==> src/rtl/round_judge.sv <==
// rtl/round_judge.sv - per-round answer arbiter producing framed round-result codes
//
// Purpose: latches the expected answer when a round starts and watches both
// players' submissions. It decides who answered correctly first and then
// emits a 2-bit code pulse framed by 00:
//   00 idle, 01 self wins, 10 opponent wins, 11 draw.
// Optional feature macro: ROUND_TIMEOUT_EN. When it is defined, a round
// left undecided for TIMEOUT_CYC cycles ends in a draw.
//
// Parameters:
//   WIDTH       answer width in bits
//   HOLD_CYC    cycles a non-zero code is held (1..15)
//   GAP_CYC     cycles of 00 after a code before IDLE (2..15)
//   TIMEOUT_CYC round timeout in cycles (only with ROUND_TIMEOUT_EN)
// Ports:
//   CLK        clock, rising edge
//   RST        synchronous reset, active-low
//   START      round-start pulse, honoured only in IDLE
//   EXPECT     correct answer, sampled on an accepted START
//   MY_VALID   self answer strobe
//   MY_ANS     self answer
//   EN_VALID   opponent answer strobe
//   EN_ANS     opponent answer
//   RESULT_OUT registered round code
//   BUSY       registered, high in every state except IDLE
module round_judge #(
  parameter int WIDTH       = 8,
  parameter int HOLD_CYC    = 4,
  parameter int GAP_CYC     = 2,
  parameter int TIMEOUT_CYC = 1000
) (
  input  logic             CLK,
  input  logic             RST,
  input  logic             START,
  input  logic [WIDTH-1:0] EXPECT,
  input  logic             MY_VALID,
  input  logic [WIDTH-1:0] MY_ANS,
  input  logic             EN_VALID,
  input  logic [WIDTH-1:0] EN_ANS,
  output logic [1:0]       RESULT_OUT,
  output logic             BUSY
);

  typedef enum logic [1:0] {IDLE, ARMED, REPORT, GAP} state_t;

  state_t           state, n_state;
  logic [WIDTH-1:0] exp_q, n_exp_q;
  logic             my_lock, n_my_lock;
  logic             en_lock, n_en_lock;
  logic [3:0]       cnt, n_cnt;
  logic [1:0]       n_result;

  // Submission qualification: a locked-out player's strobe is ignored.
  logic my_hit, en_hit, my_ok, en_ok, my_bad, en_bad;
  assign my_hit = MY_VALID && !my_lock;
  assign en_hit = EN_VALID && !en_lock;
  assign my_ok  = my_hit && (MY_ANS == exp_q);
  assign en_ok  = en_hit && (EN_ANS == exp_q);
  assign my_bad = my_hit && !my_ok;
  assign en_bad = en_hit && !en_ok;

  logic timeout_hit;
`ifdef ROUND_TIMEOUT_EN
  localparam int TW = $clog2(TIMEOUT_CYC + 1);
  logic [TW-1:0] tcnt, n_tcnt;
  // tcnt is 0 in the first ARMED cycle, so expiry falls on the TIMEOUT_CYC-th cycle.
  assign timeout_hit = (state == ARMED) && (tcnt == TW'(TIMEOUT_CYC - 1));
`else
  assign timeout_hit = 1'b0;
`endif

  always_comb begin
    n_state   = state;
    n_exp_q   = exp_q;
    n_my_lock = my_lock;
    n_en_lock = en_lock;
    n_cnt     = cnt;
    n_result  = RESULT_OUT;
`ifdef ROUND_TIMEOUT_EN
    n_tcnt    = tcnt;
`endif
    case (state)
      IDLE: begin
        n_result = 2'b00;
        if (START) begin
          n_exp_q   = EXPECT;
          n_my_lock = 1'b0;
          n_en_lock = 1'b0;
          n_state   = ARMED;
`ifdef ROUND_TIMEOUT_EN
          n_tcnt    = '0;
`endif
        end
      end
      ARMED: begin
`ifdef ROUND_TIMEOUT_EN
        n_tcnt = tcnt + 1'b1;
`endif
        // A correct answer always beats a simultaneous wrong one; only when
        // nobody is correct do the lockouts matter.
        if (my_ok || en_ok) begin
          n_result = {en_ok, my_ok};
          n_state  = REPORT;
          n_cnt    = 4'(HOLD_CYC - 1);
        end else begin
          n_my_lock = my_lock || my_bad;
          n_en_lock = en_lock || en_bad;
          if ((n_my_lock && n_en_lock) || timeout_hit) begin
            n_result = 2'b11;
            n_state  = REPORT;
            n_cnt    = 4'(HOLD_CYC - 1);
          end
        end
      end
      REPORT: begin
        if (cnt == 4'd0) begin
          n_result = 2'b00;
          n_state  = GAP;
          n_cnt    = 4'(GAP_CYC - 1);
        end else begin
          n_cnt = cnt - 4'd1;
        end
      end
      GAP: begin
        n_result = 2'b00;
        if (cnt == 4'd0) begin
          n_state = IDLE;
        end else begin
          n_cnt = cnt - 4'd1;
        end
      end
      default: begin
        n_state  = IDLE;
        n_result = 2'b00;
      end
    endcase
  end

  always_ff @(posedge CLK) begin
    if (!RST) begin
      state      <= IDLE;
      exp_q      <= '0;
      my_lock    <= 1'b0;
      en_lock    <= 1'b0;
      cnt        <= 4'd0;
      RESULT_OUT <= 2'b00;
      BUSY       <= 1'b0;
`ifdef ROUND_TIMEOUT_EN
      tcnt       <= '0;
`endif
    end else begin
      state      <= n_state;
      exp_q      <= n_exp_q;
      my_lock    <= n_my_lock;
      en_lock    <= n_en_lock;
      cnt        <= n_cnt;
      RESULT_OUT <= n_result;
      BUSY       <= (n_state != IDLE);
`ifdef ROUND_TIMEOUT_EN
      tcnt       <= n_tcnt;
`endif
    end
  end

endmodule

==> config.mk <==
export PLATFORM = sky130hd
export DESIGN_NAME = round_judge
export DESIGN_NICKNAME = d
export VERILOG_FILES = /design/src/rtl/round_judge.sv
export SDC_FILE = /design/constraint.sdc
export NUM_CORES = 1
export LEC_CHECK = 0
export BUFFER_PORTS_ARGS = -buffer_cell sky130_fd_sc_hd__buf_2
export CORE_MARGIN = 10
export CORE_UTILIZATION = 50
export CTS_CLUSTER_DIAMETER = 30
export DETAILED_ROUTE_END_ITERATION = 12
export PLACE_DENSITY = 0.78
export SYNTH_ARGS = -nofsm -noshare
export SYNTH_HDL_FRONTEND = slang
export SYNTH_SLANG_ARGS = --single-unit
==> constraint.sdc <==
create_clock -name CLK -period 2.1 [get_ports CLK]
set_clock_uncertainty 0.15 [all_clocks]
set_input_delay 0.42 -clock CLK [delete_from_list [all_inputs] [get_ports CLK]]
set_output_delay 0.42 -clock CLK [all_outputs]
set_load 0.02 [all_outputs]
# Yosys cells after proc, flatten, opt, wreduce, memory -nomap -nowiden
# Cells that the tools add are included.
# Widths: inputs -> output; s select.
op_classes:
  n_reduce_logical: 24
  addsub: 1
  n_mux: 20
  eq_ne: 10
op_table:
  columns: ["operator", "n"]
  rows:
  - ["$eq 8x8->1", 2]
  - ["$mux 2", 8]
  - ["$mux 4", 4]
  - ["$pmux 4 s3", 1]
  - ["$ne 2x2->1 const B", 4]
  - ["$pmux 2 s4", 1]
  - ["$logic_and 1x1->1", 7]
  - ["$pmux 2 s3", 1]
  - ["$reduce_and 3->1", 2]
  - ["$eq 2x2->1 const B", 2]
  - ["$logic_not 1->1", 4]
  - ["$logic_not 4->1", 1]
  - ["$pmux 1 s2", 2]
  - ["$reduce_and 2->1", 2]
  - ["$reduce_bool 2->1", 2]
  - ["$sub 4x1->4 const B", 1]
  - ["$logic_or 1x1->1", 3]
  - ["$mux 1", 3]
  - ["$ne 3x3->1 const B", 1]
  - ["$reduce_bool 3->1", 1]
  - ["$eq 2x1->1 const B", 1]
  - ["$logic_not 2->1", 1]
  - ["$reduce_or 2->1", 1]
totals:
  reg_bits: 19
  output_inout_bits: 3
  wordCells: 62
  in_bits: 29

# Logic depth before layout (Yosys ltp)
depth:
  depth_word: 11
  ltp_mapped: 7
  ltp_nobuf: 7

# Worst setup path before layout
# Ideal clock, no wire load.
synth_timing:
  path_kind: "in2reg"
  startpoint: "input MY_ANS[3]"
  endpoint: "register RESULT_OUT[1]"
  required_time_ns: 1.821
  path_buffers: 0
  setup_time_ns: 0.129
  path_stages: 5
  t_arrival_ns: 1.383
  path_slack_ns: 0.438
  cell_sequence: "xor2_1 nor4_2 a21boi_0 o31ai_1 a31oi_1"
synth_between:
  elab_chain_len: 8
  word_cells_on_any_way: 11
  cone_classes: "2 x eq/ne; 2 x mux; 7 x reduce/logical"
synth_rtl:
  columns: ["element", "line_no", "rtl"]
  rows:
  - ["start: declaration", "37", "input logic [WIDTH-1:0] MY_ANS,"]
  - ["$eq 8x8->1 *", "57", "assign my_ok = my_hit && (MY_ANS == exp_q);"]
  - ["$logic_and 1x1->1 *", "57", null]
  - ["$logic_not 1->1", "59", "assign my_bad = my_hit && !my_ok;"]
  - ["$logic_and 1x1->1", "59", null]
  - ["$logic_or 1x1->1", "106", "n_my_lock = my_lock || my_bad;"]
  - ["$logic_and 1x1->1", "108", "if ((n_my_lock && n_en_lock) || timeout_hit) begin"]
  - ["$ne 3x3->1 (no line)", null, null]
  - ["$reduce_and 2->1 (no line)", null, null]
  - ["end signal: assignment", "157", "RESULT_OUT <= n_result;"]
  - ["end: declaration", "40", "output logic [1:0] RESULT_OUT,"]
# Mark *: on every way between the ends. The rest lies on a longest branch, timed or not.
# A chain may end at the register's enable or synchronous reset.

# Worst setup path in the final report
layout_timing:
  startpoint: "register cnt[0]"
  endpoint: "register cnt[0]"
layout_between:
  elab_chain_len: 3
  word_cells_on_any_way: 7
  cone_classes: "1 x add/sub; 1 x eq/ne; 3 x mux; 2 x reduce/logical"
layout_rtl:
  columns: ["element", "line_no", "rtl"]
  rows:
  - ["start: declaration", "50", "logic [3:0] cnt, n_cnt;"]
  - ["start signal: assignment", "156", "cnt <= n_cnt;"]
  - ["$sub 4x1->4 / $logic_not 4->1 (equally long branches)", null, null]
  - ["$mux 4, or another cell as far along", "126", "if (cnt == 4'd0) begin"]
  - ["$pmux 4 s3 / $reduce_and 3->1 (equally long branches)", null, null]
# Several ways; a longest one is shown, not always the timed one. The select of a mux whose other input is x is not followed.

==> results.txt <==
nets -> 194
placed cell count -> 185
share of cells above drive strength 1 -> 26.5%
mapped cell area -> 1080 um^2
Core ar. -> 2000 um^2
CTS buffer count -> 3
detailed placement HPWL -> 2.12 mm
status -> finished clean
Clock transition at path regs -> 0.11 ns
Max-cap violations -> 0
GPL Wtd Cong -> 0.845
die area -> 4420 um^2
hold_buf cts -> 0
Arrival @ worst endpoint -> 1.89 ns
First DRT Iteration DRCs -> 50
asr flop ratio synth -> 0%
post-CTS sizing -> 0
Distinct cells, synth -> 29
I/O pin count -> 32
synthesis-stage register bit count -> 19
Final Util -> 63.9%
synth top area cells -> dfxtp_1, xor2_1, nand2_1, a21oi_1, nor2_1
Row Count -> 16
CTS root buf -> clkbuf_4
WL per Instance -> 14.2 um
Critical Path RT -> 2.15 ns
YS warnings -> 0
Total GRT Usage -> 12.4%
clock tree buffer depth -> 2
VDD IR max -> 0.578 mV
Routed WL -> 2.69 mm
total gr overflow -> 0
Worst Tran Pin Value -> 0.587 ns
setup bufs post-CTS -> 0
CTS tree -> built
most common cell in the netlist -> nand2_1
leakage power -> 0.586 nW
min cycle time layout -> 1.83 ns
ys flop type -> dfxtp_1
CP Class -> reg -> reg
pin count of the biggest net entering global routing -> 13
Crit Path Max Fanout -> 9
Post-synth top cells -> nand2_1, dfxtp_1, xor2_1
Die Height -> 66.5 um
Final Instance Count excl. Fillers -> 189
initial antenna violation count -> 0
Final Hold Vio Count -> 0
cell taking the most area after synthesis -> dfxtp_1
CTS H-tree depth -> 1
post-synth net total -> 162
P per Cell Area -> 808 nW/um^2
first-pass GRT wire length -> 4.26 mm
count of final setup violators -> 0
# diodes -> 0
Skew-Pair Late Insertion Delay -> 0.30 ns
clock sinks -> 19
RSZ-0062 raised after global routing -> no
Hold Crit Class -> in -> reg
TNS Setup -> 0 ns
port bufs -> 31
initial core utilization -> 53.9%
vias in the first global route -> 1006
number of flops mapped to enable cells by yosys -> 0
Slew Limit Headroom -> 60.7%
via count -> 1032
Max Slew Vio Count -> 0
Tcrit/Tclk final -> 87.2%
Mean Syn Cell Area -> 8.24 um^2
Layout area overhead -> 18.5%
die width -> 66.5 um
# DRC -> 0
drt first pass iters -> 4
Routed Antenna Nets -> 0
hold_ws -> 0.196 ns
Via density -> 5.46
sequential-to-total area share from yosys stat -> 35.2%
critical path launch point type -> register
critical path capture point type -> register
Yosys top cell area share -> 35.2%
post-synthesis cell count -> 131
fmax -> 546 MHz
## cell type report
class                           instances  area [um^2]
Inverter                                4         15.0
Clock buffer                            4         26.3
Tap cell                               27         33.8
Fill cell                             184          722
Multi-Input combinational cell        104          669
Timing Repair Buffer                   31          155
Sequential cell                        19          380
## cells in the final DEF (no fill, tap or decap), types with 2 or more instances in the layout
master and n:
clkbuf_4 3, o31ai_1 2, xor2_1 17, dfxtp_1 19, nor2_1 11, a21oi_1 13, a31oi_1 5, and3_1 2
a21boi_0 2, ha_1 2, nor4_2 3, nand2_1 24, inv_1 4, o21ai_0 3, nand3_1 6, buf_2 31
## critical path, stage by stage, from the launching register on
cell	delay (ns)
dfxtp_1	0.36
inv_1	0.12
ha_1	0.15
nor3b_2	0.50
nand3_1	0.14
o21ai_0	0.10
a21oi_1	0.09
o21a_1	0.14
## final timing paths
kind,start,end,slack [ns],cells past startpoint
min reg2reg,RESULT_OUT[1]$_SDFFE_PN0P_,RESULT_OUT[1]$_SDFFE_PN0P_,0.36,2
max,cnt[0]$_SDFFE_PN0P_,cnt[0]$_SDFFE_PN0P_,0.27,7
max reg2reg,cnt[0]$_SDFFE_PN0P_,cnt[0]$_SDFFE_PN0P_,0.27,7
min,EXPECT[1],exp_q[1]$_SDFFE_PN0P_,0.20,3
## cell families after synthesis
logic type,count (synthesis),synth area share [%]
flip-flops,19,35.2
AND/OR/NAND/NOR,53,26.1
XOR/XNOR,17,13.8
AO/OA/AOI/OAI,32,19.8
adder cells (fa/ha/maj),2,2.32
buffers and inverters,8,2.78
## metrics by stage
step | total power [W] | setup WS (ns) | instance area (um^2)
4_1_cts | 0.00104 | 0.314 | 1280
3_5_place_dp | 0.000845 | 0.170 | 1250
6_report | 0.00103 | 0.269 | 1280
3_3_place_gp | 0.000826 | 0.215 | 1250
5_1_grt | 0.00109 | 0.189 | 1280
2_1_floorplan | 0.000746 | 0.438 | 1080
## routing by layer
metal  part of all wire (%)  wire [um]  global-route usage (%)  vias to the layer above
li1                       -          -                       -                      517
met1                     44       1180                    13.9                      481
met2                     48       1300                    19.9                       27
met3                    5.0        135                    3.85                        7
met4                    2.6         69                    7.59                        0
met5                      0          0                       0                        -
## sequential cells by signal, summed over array words and instances (netlist names)
register	count
cnt	4
state	2
my_lock	1
BUSY	1
exp_q	8
RESULT_OUT	2
en_lock	1
## power by group
group	internal (W)	total, W	leakage (nW)	switching (W)
logic	0.000147	0.000371	0.415	0.000224
registers	0.000413	0.000475	0.156	0.0000616
clock network	0.0000742	0.000188	0.0150	0.000114
Power figures use the tool's default switching activity.
